===== src/rtl/seg7_pkg.sv =====
// seg7_pkg
//   Shared constants for the 7-segment character path: character codes,
//   active-low segment patterns ({g,f,e,d,c,b,a}) used by both the encoder
//   and this decoder, word FSM state encoding, and the pattern decode helper.
package seg7_pkg;

  // Character codes carried on char_code
  localparam logic [2:0] CHAR_H = 3'd0;
  localparam logic [2:0] CHAR_E = 3'd1;
  localparam logic [2:0] CHAR_L = 3'd2;
  localparam logic [2:0] CHAR_O = 3'd3;

  // Active-low segment patterns, bit order {g,f,e,d,c,b,a}
  localparam logic [6:0] SEG_H     = 7'b0001001;
  localparam logic [6:0] SEG_E     = 7'b0000110;
  localparam logic [6:0] SEG_L     = 7'b1000111;
  localparam logic [6:0] SEG_O     = 7'b1000000;
  localparam logic [6:0] SEG_BLANK = 7'b1111111;

  // Word FSM: state index equals the number of HELLO characters matched
  typedef enum logic [2:0] {
    S0 = 3'd0,
    S1 = 3'd1,
    S2 = 3'd2,
    S3 = 3'd3,
    S4 = 3'd4
  } word_state_t;

  // Result of looking a pattern up in the character table
  typedef struct packed {
    logic       hit;
    logic [2:0] code;
  } decode_t;

  // Table lookup; blank and unknown patterns both report hit=0
  function automatic decode_t seg_decode(input logic [6:0] pat);
    decode_t d;
    d.hit  = 1'b1;
    d.code = CHAR_H;
    case (pat)
      SEG_H: d.code = CHAR_H;
      SEG_E: d.code = CHAR_E;
      SEG_L: d.code = CHAR_L;
      SEG_O: d.code = CHAR_O;
      default: begin
        d.hit  = 1'b0;
        d.code = CHAR_H;
      end
    endcase
    return d;
  endfunction

endpackage


===== src/rtl/seg7_stable_filter.sv =====
// seg7_stable_filter
//   Brings the asynchronous segment bus into the clk domain through a 2-flop
//   synchroniser and accepts a pattern once it has been held steady long
//   enough. accept is a registered one-cycle strobe; pattern carries the
//   accepted value in the same cycle.
// Ports
//   clk      in   1  system clock, rising edge
//   rst      in   1  asynchronous, active-high reset
//   seg_n    in   7  raw active-low segment bus
//   pattern  out  7  pattern being accepted (valid while accept is high)
//   accept   out  1  one-cycle strobe, stability counter just reached STABLE_CYCLES-1
module seg7_stable_filter
  import seg7_pkg::*;
#(
  parameter int STABLE_CYCLES = 4,
  parameter int CNT_W         = 3
) (
  input  logic       clk,
  input  logic       rst,
  input  logic [6:0] seg_n,
  output logic [6:0] pattern,
  output logic       accept
);

  localparam logic [CNT_W-1:0] CNT_MAX = CNT_W'(STABLE_CYCLES);
  // accept is registered, so it is raised on the edge that moves the
  // counter from STABLE_CYCLES-2 to STABLE_CYCLES-1
  localparam logic [CNT_W-1:0] CNT_PRE = CNT_W'(STABLE_CYCLES - 2);
  localparam logic [CNT_W-1:0] CNT_ONE = CNT_W'(1);

  logic [6:0]       sync1_r;
  logic [6:0]       seg_s_r;
  logic [6:0]       prev_r;
  logic [CNT_W-1:0] cnt_r;
  logic             same_s;

  assign same_s = (seg_s_r == prev_r);

  // Synchroniser chain plus one-cycle-delayed copy used for change detection
  always_ff @(posedge clk or posedge rst) begin
    if (rst) begin
      sync1_r <= SEG_BLANK;
      seg_s_r <= SEG_BLANK;
      prev_r  <= SEG_BLANK;
    end else begin
      sync1_r <= seg_n;
      seg_s_r <= sync1_r;
      prev_r  <= seg_s_r;
    end
  end

  // Stability counter: clears on any change, saturates at STABLE_CYCLES
  always_ff @(posedge clk or posedge rst) begin
    if (rst) begin
      cnt_r <= '0;
    end else if (!same_s) begin
      cnt_r <= '0;
    end else if (cnt_r != CNT_MAX) begin
      cnt_r <= cnt_r + CNT_ONE;
    end else begin
      cnt_r <= cnt_r;
    end
  end

  // Accept strobe and the pattern it refers to
  always_ff @(posedge clk or posedge rst) begin
    if (rst) begin
      accept  <= 1'b0;
      pattern <= SEG_BLANK;
    end else if (same_s && (cnt_r == CNT_PRE)) begin
      accept  <= 1'b1;
      pattern <= seg_s_r;
    end else begin
      accept  <= 1'b0;
      pattern <= pattern;
    end
  end

endmodule


===== src/rtl/seg7_pattern_decoder.sv =====
// seg7_pattern_decoder
//   Recovers H/E/L/O character codes from an active-low 7-segment bus and
//   detects the word HELLO in the resulting character stream.
//   A character is reported once per new stable pattern; a blank pattern acts
//   as a separator so that a repeated character (L, blank, L) is reported twice.
// Ports
//   clk         in   1  system clock, rising edge
//   rst         in   1  asynchronous, active-high reset
//   seg_n       in   7  segment pattern {g,f,e,d,c,b,a}, active-low, asynchronous
//   char_code   out  3  last decoded character: 000=H 001=E 010=L 011=O
//   char_valid  out  1  one-cycle pulse, char_code updated this cycle
//   char_err    out  1  one-cycle pulse, stable pattern not in the table
//   word_hit    out  1  one-cycle pulse, HELLO completed
//   word_pos    out  3  HELLO characters matched so far (0..4)
module seg7_pattern_decoder
  import seg7_pkg::*;
#(
  parameter int STABLE_CYCLES = 4,
  parameter int CNT_W         = 3
) (
  input  logic       clk,
  input  logic       rst,
  input  logic [6:0] seg_n,
  output logic [2:0] char_code,
  output logic       char_valid,
  output logic       char_err,
  output logic       word_hit,
  output logic [2:0] word_pos
);

  logic [6:0]  acc_pattern_s;
  logic        acc_s;
  decode_t     dec_s;

  logic [6:0]  last_r;
  logic [6:0]  last_next_s;
  logic        valid_next_s;
  logic        err_next_s;
  logic [2:0]  code_next_s;

  word_state_t state_r;
  word_state_t state_next_s;
  logic        hit_next_s;

  seg7_stable_filter #(
    .STABLE_CYCLES (STABLE_CYCLES),
    .CNT_W         (CNT_W)
  ) u_filter (
    .clk     (clk),
    .rst     (rst),
    .seg_n   (seg_n),
    .pattern (acc_pattern_s),
    .accept  (acc_s)
  );

  assign dec_s = seg_decode(acc_pattern_s);

  // Character emit decision: only a newly accepted pattern that differs from the last one counts
  always_comb begin
    last_next_s  = last_r;
    valid_next_s = 1'b0;
    err_next_s   = 1'b0;
    code_next_s  = char_code;
    if (acc_s && (acc_pattern_s != last_r)) begin
      last_next_s = acc_pattern_s;
      if (dec_s.hit) begin
        valid_next_s = 1'b1;
        code_next_s  = dec_s.code;
      end else if (acc_pattern_s == SEG_BLANK) begin
        // blank only re-arms the repeat check
        valid_next_s = 1'b0;
      end else begin
        err_next_s = 1'b1;
      end
    end else begin
      last_next_s = last_r;
    end
  end

  // Character output registers and last-accepted pattern
  always_ff @(posedge clk or posedge rst) begin
    if (rst) begin
      last_r     <= SEG_BLANK;
      char_code  <= CHAR_H;
      char_valid <= 1'b0;
      char_err   <= 1'b0;
    end else begin
      last_r     <= last_next_s;
      char_code  <= code_next_s;
      char_valid <= valid_next_s;
      char_err   <= err_next_s;
    end
  end

  // Word FSM next state; reacts to the registered character pulses
  always_comb begin
    state_next_s = state_r;
    hit_next_s   = 1'b0;
    if (char_err) begin
      state_next_s = S0;
    end else if (char_valid) begin
      if (char_code == CHAR_H) begin
        // an H always restarts the word, since H only appears first in HELLO
        state_next_s = S1;
      end else begin
        case (state_r)
          S1:      state_next_s = (char_code == CHAR_E) ? S2 : S0;
          S2:      state_next_s = (char_code == CHAR_L) ? S3 : S0;
          S3:      state_next_s = (char_code == CHAR_L) ? S4 : S0;
          S4: begin
            state_next_s = S0;
            hit_next_s   = (char_code == CHAR_O);
          end
          default: state_next_s = S0;
        endcase
      end
    end else begin
      state_next_s = state_r;
    end
  end

  // Word FSM state and its registered outputs
  always_ff @(posedge clk or posedge rst) begin
    if (rst) begin
      state_r  <= S0;
      word_pos <= 3'd0;
      word_hit <= 1'b0;
    end else begin
      state_r  <= state_next_s;
      word_pos <= state_next_s;
      word_hit <= hit_next_s;
    end
  end

endmodule


===== config.mk =====
export PLATFORM = sky130hd
export DESIGN_NAME = seg7_pattern_decoder
export DESIGN_NICKNAME = d
export VERILOG_FILES = /design/src/rtl/seg7_pkg.sv /design/src/rtl/seg7_stable_filter.sv /design/src/rtl/seg7_pattern_decoder.sv
export SDC_FILE = /design/constraint.sdc
export NUM_CORES = 1
export LEC_CHECK = 0
export CORE_ASPECT_RATIO = 1.1
export CORE_UTILIZATION = 45
export DETAILED_ROUTE_END_ITERATION = 16
export DONT_BUFFER_PORTS = 1
export SETUP_SLACK_MARGIN = 0.5
export SYNTH_ARGS = -nofsm -noshare
export SYNTH_HDL_FRONTEND = slang
export SYNTH_SLANG_ARGS = --single-unit

===== constraint.sdc =====
create_clock -name clk -period 2.13 [get_ports clk]
set_clock_uncertainty 0.15 [all_clocks]
set_input_delay 0.1065 -clock clk [delete_from_list [all_inputs] [get_ports clk]]
set_output_delay 0.1065 -clock clk [all_outputs]
set_load 0.1 [all_outputs]

Word-level counts from Yosys, hierarchy flattened --
Index checks and enable logic that the tools add are counted.
Word-level totals: bits in registers 48, input port bits 9, output and inout port bits 9, logic and storage cells 57
Cells by class: $add $sub $neg 1, eq/ne operators 17, muxes and demuxes 21, reductions and logical operators 6
Operators with widths (number):
- $eq 7x7->1 const B | 3
- $mux 3 | 6
- $eq 3x2->1 const B | 5
- $mux 1 | 11
- $pmux 3 s3 | 1
- $eq 7x3->1 const B | 1
- $eq 7x4->1 const B | 1
- $eq 7x7->1 | 1
- $ne 7x7->1 | 1
- $eq 3x1->1 const B | 2
- $pmux 2 s3 | 1
- $mux 2 | 2
- $reduce_or 4->1 | 1
- $add 3x1->3 const B | 1
- $eq 3x3->1 const B | 1
- $logic_not 3->1 | 1
- $ne 3x3->1 const B | 1
- $logic_and 1x1->1 | 2
- $ne 2x2->1 const B | 1
- $reduce_and 2->1 | 1
- $reduce_bool 2->1 | 1

Depth between registers and ports, before layout --
Gate-level depths: netlist of run 1.
depth in word-level cells 6, depth in mapped cells 6, depth with buffers taken out 5

Cells and area by module --
A second synthesis of run 1 with hierarchy kept.
Second synthesis, totals: cell total of the unflattened synthesis 148, area, all modules 2006.9 sq um
By module, submodules not included:
- seg7_stable_filter | times used 1, cells an instance 67, area an instance 1139.8 sq um
- seg7_pattern_decoder | times used 1, cells an instance 81, area an instance 867.1 sq um

Worst setup path before layout of run 1 --
No wires, ideal clock.
kind register -> register, start register u_filter.seg_s_r[3], end register u_filter.pattern[0], library setup time 0.082 ns, arrival time 1.804 ns, required time 1.898 ns, path slack 0.093 ns, cell stages (with the launch flop) 6, buffers on the path 0, clock period less this slack 2.037 ns, cells stage by stage dfstp_2 > xor2_1 > nor4_1 > nand4_1 > nor3b_4 > mux2_2
On the way: cells in the longest elaborated chain, start to end 2
RTL lines:
- start: declaration | line seg7_stable_filter.sv:32 | logic [6:0] seg_s_r;
- start signal: assignment | line seg7_stable_filter.sv:47 | seg_s_r <= sync1_r;
- $eq 7x7->1 | line seg7_stable_filter.sv:37 | assign same_s = (seg_s_r == prev_r);
- $logic_and 1x1->1 | line seg7_stable_filter.sv:70 | end else if (same_s && (cnt_r == CNT_PRE)) begin
- end signal: assignment | line seg7_stable_filter.sv:72 | pattern <= seg_s_r;
- end signal: assignment | line seg7_stable_filter.sv:75 | pattern <= pattern;
- end: declaration | line seg7_stable_filter.sv:21 | output logic [6:0] pattern,
No other way between the ends. A chain may end at the register's enable or synchronous reset.

Worst setup path after layout of run 1 --
start register u_filter.seg_s_r[3], end register u_filter.pattern[6]
Same word-level chain as after synthesis.

==> flow_metrics.env, run 1 <==
export IMPL_drcViolationCount=0
export IMPL_n_antenna_cell=0
export IMPL_gp_congestion=0.778
export IMPL_via_count=1125
export IMPL_status="finished, final reports clean"
export IMPL_ios=18
export IMPL_grt_pass1_vias=1152
export IMPL_synthFlopType="dfstp_2"
export IMPL_synth_seq_cells=47
export IMPL_synth_area_per_cell_um2=13.7
export IMPL_numCtsBuffers=5
export IMPL_clock_sinks=47
export IMPL_ys_warnings_count=0
export IMPL_cts_htree_levels=2
export IMPL_ant_nets=0
export IMPL_yosysMostFrequentCell="dfstp_2"
export IMPL_antenna_found_initial=0
export IMPL_syn_nets=150
export IMPL_fin_crit_ns=2.05
export IMPL_synth_cell_types=32
export IMPL_crit_slowest_cell="dfstp_2"
export IMPL_syn_area_um2=1890
export IMPL_grt_pass1_wl_um=5640
export IMPL_power_internal_uw=1190
export IMPL_setup_viol=0
export IMPL_fmax_mhz=487
export IMPL_synth_top_area_cell="dfstp_2"
export IMPL_fin_crit_sh_pct=96.4
export IMPL_dieArea_um2=4460
export IMPL_dpl_cell_area_um2=2030
export IMPL_design_area_um2=2420
export IMPL_drtIter0Drc=49
export IMPL_die_h_um=70.0
export IMPL_drt_pass1_iter_count=4
export IMPL_critPathKind="flop to flop"
export IMPL_synth_area_top_cells="dfstp_2, dfrtp_1, mux2_2"
export IMPL_top_layer_used="met4"
export IMPL_root_buffer="clkbuf_8"
export IMPL_clockBufferDepth=2
export IMPL_p_per_area_nw_per_um2=634
export IMPL_switching_power_uw=348
export IMPL_insertion_delay_ns=0.30
export IMPL_dp_hpwl_um=2190
export IMPL_start_kind="flop"
export IMPL_clk_pin_slew_ns=0.09
export IMPL_synth_edf_count=0
export IMPL_vias_per_cell=5.00
export IMPL_rsz0062_at_grt="yes"
export IMPL_synthCells=138
export IMPL_switching_share_pct=22.6
export IMPL_met1Wirelength_um=1370
export IMPL_crit_chain="xor2_1, nor4_2, nand4_1, nor3b_4, buf_6, mux2_4"
export IMPL_overflow=0
export IMPL_grt_start_max_net_pins=48
export IMPL_grtUsageTotal_pct=17.0
export IMPL_rows=24
export IMPL_async_flop_share_pct=100
export IMPL_combPwrFrac_pct=3.8
export IMPL_nFillCells=319
export IMPL_cap_violations=0
export IMPL_core_area_um2=3990
export IMPL_synth_yosys_seq_area_share_pct=64.6
export IMPL_wl_met2_um=1700
export IMPL_yosys_top_cells_count="dfstp_2, mux2_2, dfrtp_1"
export IMPL_seq_power_share_pct=61.3
export IMPL_cts_tree="yes"
export IMPL_max_stage_delay_ns=0.56
export IMPL_leakage_uw=0.000998
export IMPL_fin_util_pct=60.7
export IMPL_hold_path_class="input pin to flop"
export IMPL_die_x_um=63.8
export IMPL_start_util_pct=47.3
export IMPL_drive_gt1_share_pct=58.4
export IMPL_wl_met3_um=94
export IMPL_synth_top_cell_area_share_pct=48.7
export IMPL_path_max_fanout=5
export IMPL_cp_end_kind="flop"
export IMPL_synthToLayoutAreaGrowth_pct=28.3
export IMPL_vdd_drop_max_uv=518
export IMPL_drt_wl_total_um=3260
export IMPL_tightest_slew_ns=0.575
export IMPL_post_drt_wl_per_cell_um=14.5
export IMPL_portBuffers=0
export IMPL_worstPathArrival_ns=2.14
export IMPL_cp_required_ns=2.22
export IMPL_holdWs_ns=0.186
export IMPL_slew_limit_headroom_pct=61.7
export IMPL_slew_viol_final=0
export IMPL_final_hold_viol_count=0
export IMPL_layout_nets=184
export IMPL_power_frac_clock_pct=34.9
[power groups by stage]
stage          sequential, µW  clock (µW)  combinational [µW]
2_1_floorplan             953           0                32.8
3_5_place_dp              958           0                39.9
6_report                  942         536                58.6
5_1_grt                   945         591                64.2
4_1_cts                   943         556                56.3
3_3_place_gp              957           0                40.6
[critical path, delay by kind of cell (launching register included)]
family | cells | cell delay (ns)
simple gates | 3 | 0.74
mux | 1 | 0.30
buf+inv | 1 | 0.16
flops | 1 | 0.56
xor+xnor | 1 | 0.07
[registers in the layout, indices dropped and copies added (netlist names)]
| name | flops |
|---|---|
| u_filter.seg_s_r | 7 |
| last_r | 7 |
| u_filter.pattern | 7 |
| u_filter.cnt_r | 3 |
| char_err | 1 |
| u_filter.sync1_r | 7 |
| u_filter.accept | 1 |
| state_r | 3 |
| word_hit | 1 |
| char_valid | 1 |
| char_code | 2 |
| u_filter.prev_r | 7 |
[path summary, 6_finish.rpt]
path                                                     from                         endpoint  slack, ns  cells past startpoint
worst max-delay path            u_filter.seg_s_r[3]$_DFF_PP1_  u_filter.pattern[6]$_DFFE_PP1P_       0.08                      6
max in group asynchronous                                 rst           state_r[1]$_DFFE_PP0P_       1.15                      3
worst max register to register  u_filter.seg_s_r[3]$_DFF_PP1_  u_filter.pattern[6]$_DFFE_PP1P_       0.08                      6
worst min register to register  u_filter.sync1_r[3]$_DFF_PP1_    u_filter.seg_s_r[3]$_DFF_PP1_       0.21                      0
min in group asynchronous                                 rst         char_code[1]$_DFFE_PP0P_       0.25                      3
worst min-delay path                                 seg_n[2]    u_filter.sync1_r[2]$_DFF_PP1_       0.19                      1
[what timing repair did]
item	4_1_cts	5_1_grt
setup buffers	9	4
endpoints found under the hold margin	19	0
hold buffers	8	0
pin swaps	7	5
gates resized for setup	17	6
endpoints found under the setup margin	15	16
[layout make-up]
class / instances / area (µm²) / share of cell area, %
Sequential cell: 47 / 1230 / 50.7
Multi-Input combinational cell: 81 / 738 / 30.5
Timing Repair Buffer: 31 / 277 / 11.4
Clock buffer: 5 / 68.8 / 2.84
Tap cell: 52 / 65.1 / 2.68
Clock inverter: 3 / 22.5 / 0.929
Inverter: 6 / 22.5 / 0.929
[metrics by stage]
| step | setup slack (ns) | TNS, ns | std cells | total power, µW |
|---|---|---|---|---|
| floorplan | 0.120 | 0 | 138 | 986 |
| global placement | 0.0795 | 0 | 196 | 997 |
| detailed placement | -0.0572 | -0.348 | 196 | 998 |
| CTS | 0.0374 | 0 | 221 | 1560 |
| global route | 0.000615 | 0 | 225 | 1600 |
| finish | 0.0760 | 0 | 225 | 1540 |
[kinds of logic after synthesis]
group,count (synthesis),share of synthesized area [%]
xor gates and xnor gates,15,6.95
muxes,16,9.54
other,1,0.198
adders and majority gates,3,1.99
AOI/OAI and AO/OA,9,2.98
and+or+nand+nor,37,11.6
buffers and inverters,10,2.19
DFF,47,64.6
[layer usage]
layer	track usage, %	up-vias
met5	0	-
met4	8.33	0
met3	4.90	10
met2	29.0	16
met1	19.3	562
li1	-	537
[cell usage in the layout (no fill, tap or decap), types with 2 or more instances in the layout]
master and n:
inv_1 5, mux2_2 8, nor3_1 2, nand3_1 2
clkbuf_8 5, dfstp_2 35, nor4_1 3, xnor2_1 7
nand2_1 4, xor2_1 5, a21oi_1 2, dfrtp_1 6
dlygate4sd3_1 8, ha_1 3, xor2_2 2, mux2_4 8
or3_1 2, buf_6 3, nor2_1 8, nand4_1 3
dfrtp_2 5, buf_4 19
(Power assumes the default switching activity.)
==> inputs of run 2 (changes only) <==
Settings changed: CORE_ASPECT_RATIO 1.1 to default, CORE_UTILIZATION 45 to 47, CTS_CLUSTER_DIAMETER from default to 50.
==> run 2 against run 1 <==
Design area is 1.9% higher. Critical path type unchanged. Clock power is 1% lower. Combinational power is 2% lower. Power is 0.50% lower. Setup slack worse by 0.014 ns.
==> flow_metrics.env, run 2 (synthesis results as in run 1) <==
export IMPL_status="finished, final reports clean"
export IMPL_ios=18
export IMPL_vias_per_cell=5.31
export IMPL_grtUsageTotal_pct=19.2
export IMPL_worstPathArrival_ns=2.15
export IMPL_die_x_um=65.4
export IMPL_dp_hpwl_um=2170
export IMPL_rows=22
export IMPL_setup_tns_ns=0
export IMPL_vdd_drop_max_uv=528
export IMPL_clock_sinks=47
export IMPL_fin_crit_sh_pct=97.1
export IMPL_drt_wl_total_um=3470
export IMPL_grt_pass1_wl_um=5900
export IMPL_grt_start_max_net_pins=48
export IMPL_critPathKind="flop to flop"
export IMPL_grt_pass1_vias=1235
export IMPL_fin_util_pct=65.5
export IMPL_crit_path_start="u_filter.seg_s_r[0]$_DFF_PP1_"
export IMPL_rsz0062_at_grt="yes"
export IMPL_cp_end_kind="flop"
export IMPL_drtIter0Drc=47
export IMPL_worstHoldStart="seg_n[6]"
export IMPL_root_buffer="clkbuf_8"
export IMPL_ant_nets=0
export IMPL_tightest_slew_ns=0.563
export IMPL_layout_nets=183
export IMPL_start_kind="flop"
export IMPL_drive_gt1_share_pct=62.8
export IMPL_fin_crit_ns=2.07
export IMPL_synthToLayoutAreaGrowth_pct=30.7
export IMPL_overflow=0
export IMPL_die_h_um=65.4
export IMPL_hold_path_class="input pin to flop"
export IMPL_numCtsBuffers=5
export IMPL_core_area_um2=3770
export IMPL_cts_tree="yes"
export IMPL_pre_cts_slack_ns=-0.0993
export IMPL_cap_violations=0
export IMPL_portBuffers=0
export IMPL_cp_required_ns=2.21
export IMPL_reg2reg_depth=6
export IMPL_slew_limit_headroom_pct=62.5
export IMPL_gp_congestion=0.764
export IMPL_via_count=1168
export IMPL_total_power_uw=1530
export IMPL_clockBufferDepth=2
export IMPL_antenna_found_initial=0
export IMPL_clk_pin_slew_ns=0.09
export IMPL_reg2reg_from="u_filter.seg_s_r[0]$_DFF_PP1_"
export IMPL_nFillCells=276
export IMPL_fmax_mhz=484
export IMPL_setup_ws_ns=0.0621
export IMPL_final_hold_viol_count=0
export IMPL_insertion_delay_ns=0.30
export IMPL_setup_viol=0
export IMPL_p_per_area_nw_per_um2=619
export IMPL_post_drt_wl_per_cell_um=15.8
export IMPL_cts_htree_levels=2
export IMPL_placedCellCount=192
export IMPL_layout_commonest_cell="dfstp_2"
export IMPL_start_util_pct=50.1
export IMPL_drcViolationCount=0
export IMPL_slew_viol_final=0
export IMPL_hold_path_depth=1
export IMPL_leakage_uw=0.000998
export IMPL_layout_common_cells="dfstp_2, buf_4, mux2_2, mux2_4, dlygate4sd3_1"
export IMPL_dieArea_um2=4280
export IMPL_path_max_fanout=8
export IMPL_n_antenna_cell=0
export IMPL_drt_pass1_iter_count=4
export IMPL_layout_cells_non_filler=220
-- run 2: cell count changes in the layout (fill, tap and decap cells not counted), moves of 2 or more --
cell | before | now
or3_1 | 2 | 0
nor4_4 | 0 | 2
nor4_1 | 3 | 1
or3_4 | 0 | 2
-- run 2: path summary, 6_finish.rpt --
path                                              endpoint  slack (ns)
max                        u_filter.pattern[2]$_DFFE_PP1P_        0.06
min                          u_filter.sync1_r[6]$_DFF_PP1_        0.19
max reg2reg                u_filter.pattern[2]$_DFFE_PP1P_        0.06
min reg2reg                  u_filter.seg_s_r[0]$_DFF_PP1_        0.21
max in group asynchronous         char_code[1]$_DFFE_PP0P_        1.17
min in group asynchronous        u_filter.accept$_DFF_PP0_        0.23
-- run 2: final cells by class --
cell class	count	area, µm²	area share, %
Multi-Input combinational cell	81	803	32.5
Inverter	6	22.5	0.912
Tap cell	48	60.1	2.43
Clock inverter	3	22.5	0.912
Sequential cell	47	1230	49.7
Clock buffer	5	68.8	2.79
Timing Repair Buffer	30	265	10.7
-- run 2: critical path, stage by stage (launching register included) --
cell,delay (ns)
dfstp_2,0.54
xor2_1,0.07
nor4_2,0.28
nand4_1,0.23
nor3b_4,0.27
buf_12,0.16
mux2_4,0.30
-- run 2: metal layers --
metal  share of wire (%)  global-route usage [%]  up-vias  wire length [µm]
li1                    -                       -      537                 -
met1                  42                    23.2      606              1460
met2                  54                    32.0       21              1880
met3                 2.7                    5.73        4                95
met4                0.92                    7.34        0                32
met5                   0                       0        -                 0
-- run 2: repair_timing --
action                                 in CTS  in global routing
setup buffers                               8                  4
setup endpoints to repair                  15                 15
pin swaps                                  10                  2
hold buffers                                8                  0
endpoints found under the hold margin      19                  0
gates resized for setup                    25                  7
-- run 2: power breakdown --
part / switching (µW) / total (µW) / internal [µW]
Sequential: 11.9 / 942 / 930
Clock: 295 / 529 / 235
Combinational: 35.0 / 57.5 / 22.5
-- run 2: stage by stage --
step / hold WS (ns) / instance area [µm²]
finish: 0.186 / 2470
global route: 0.178 / 2470
CTS: 0.172 / 2400
detailed placement: -0.0390 / 2030
global placement: -0.0390 / 2030
floorplan: -0.0390 / 1930
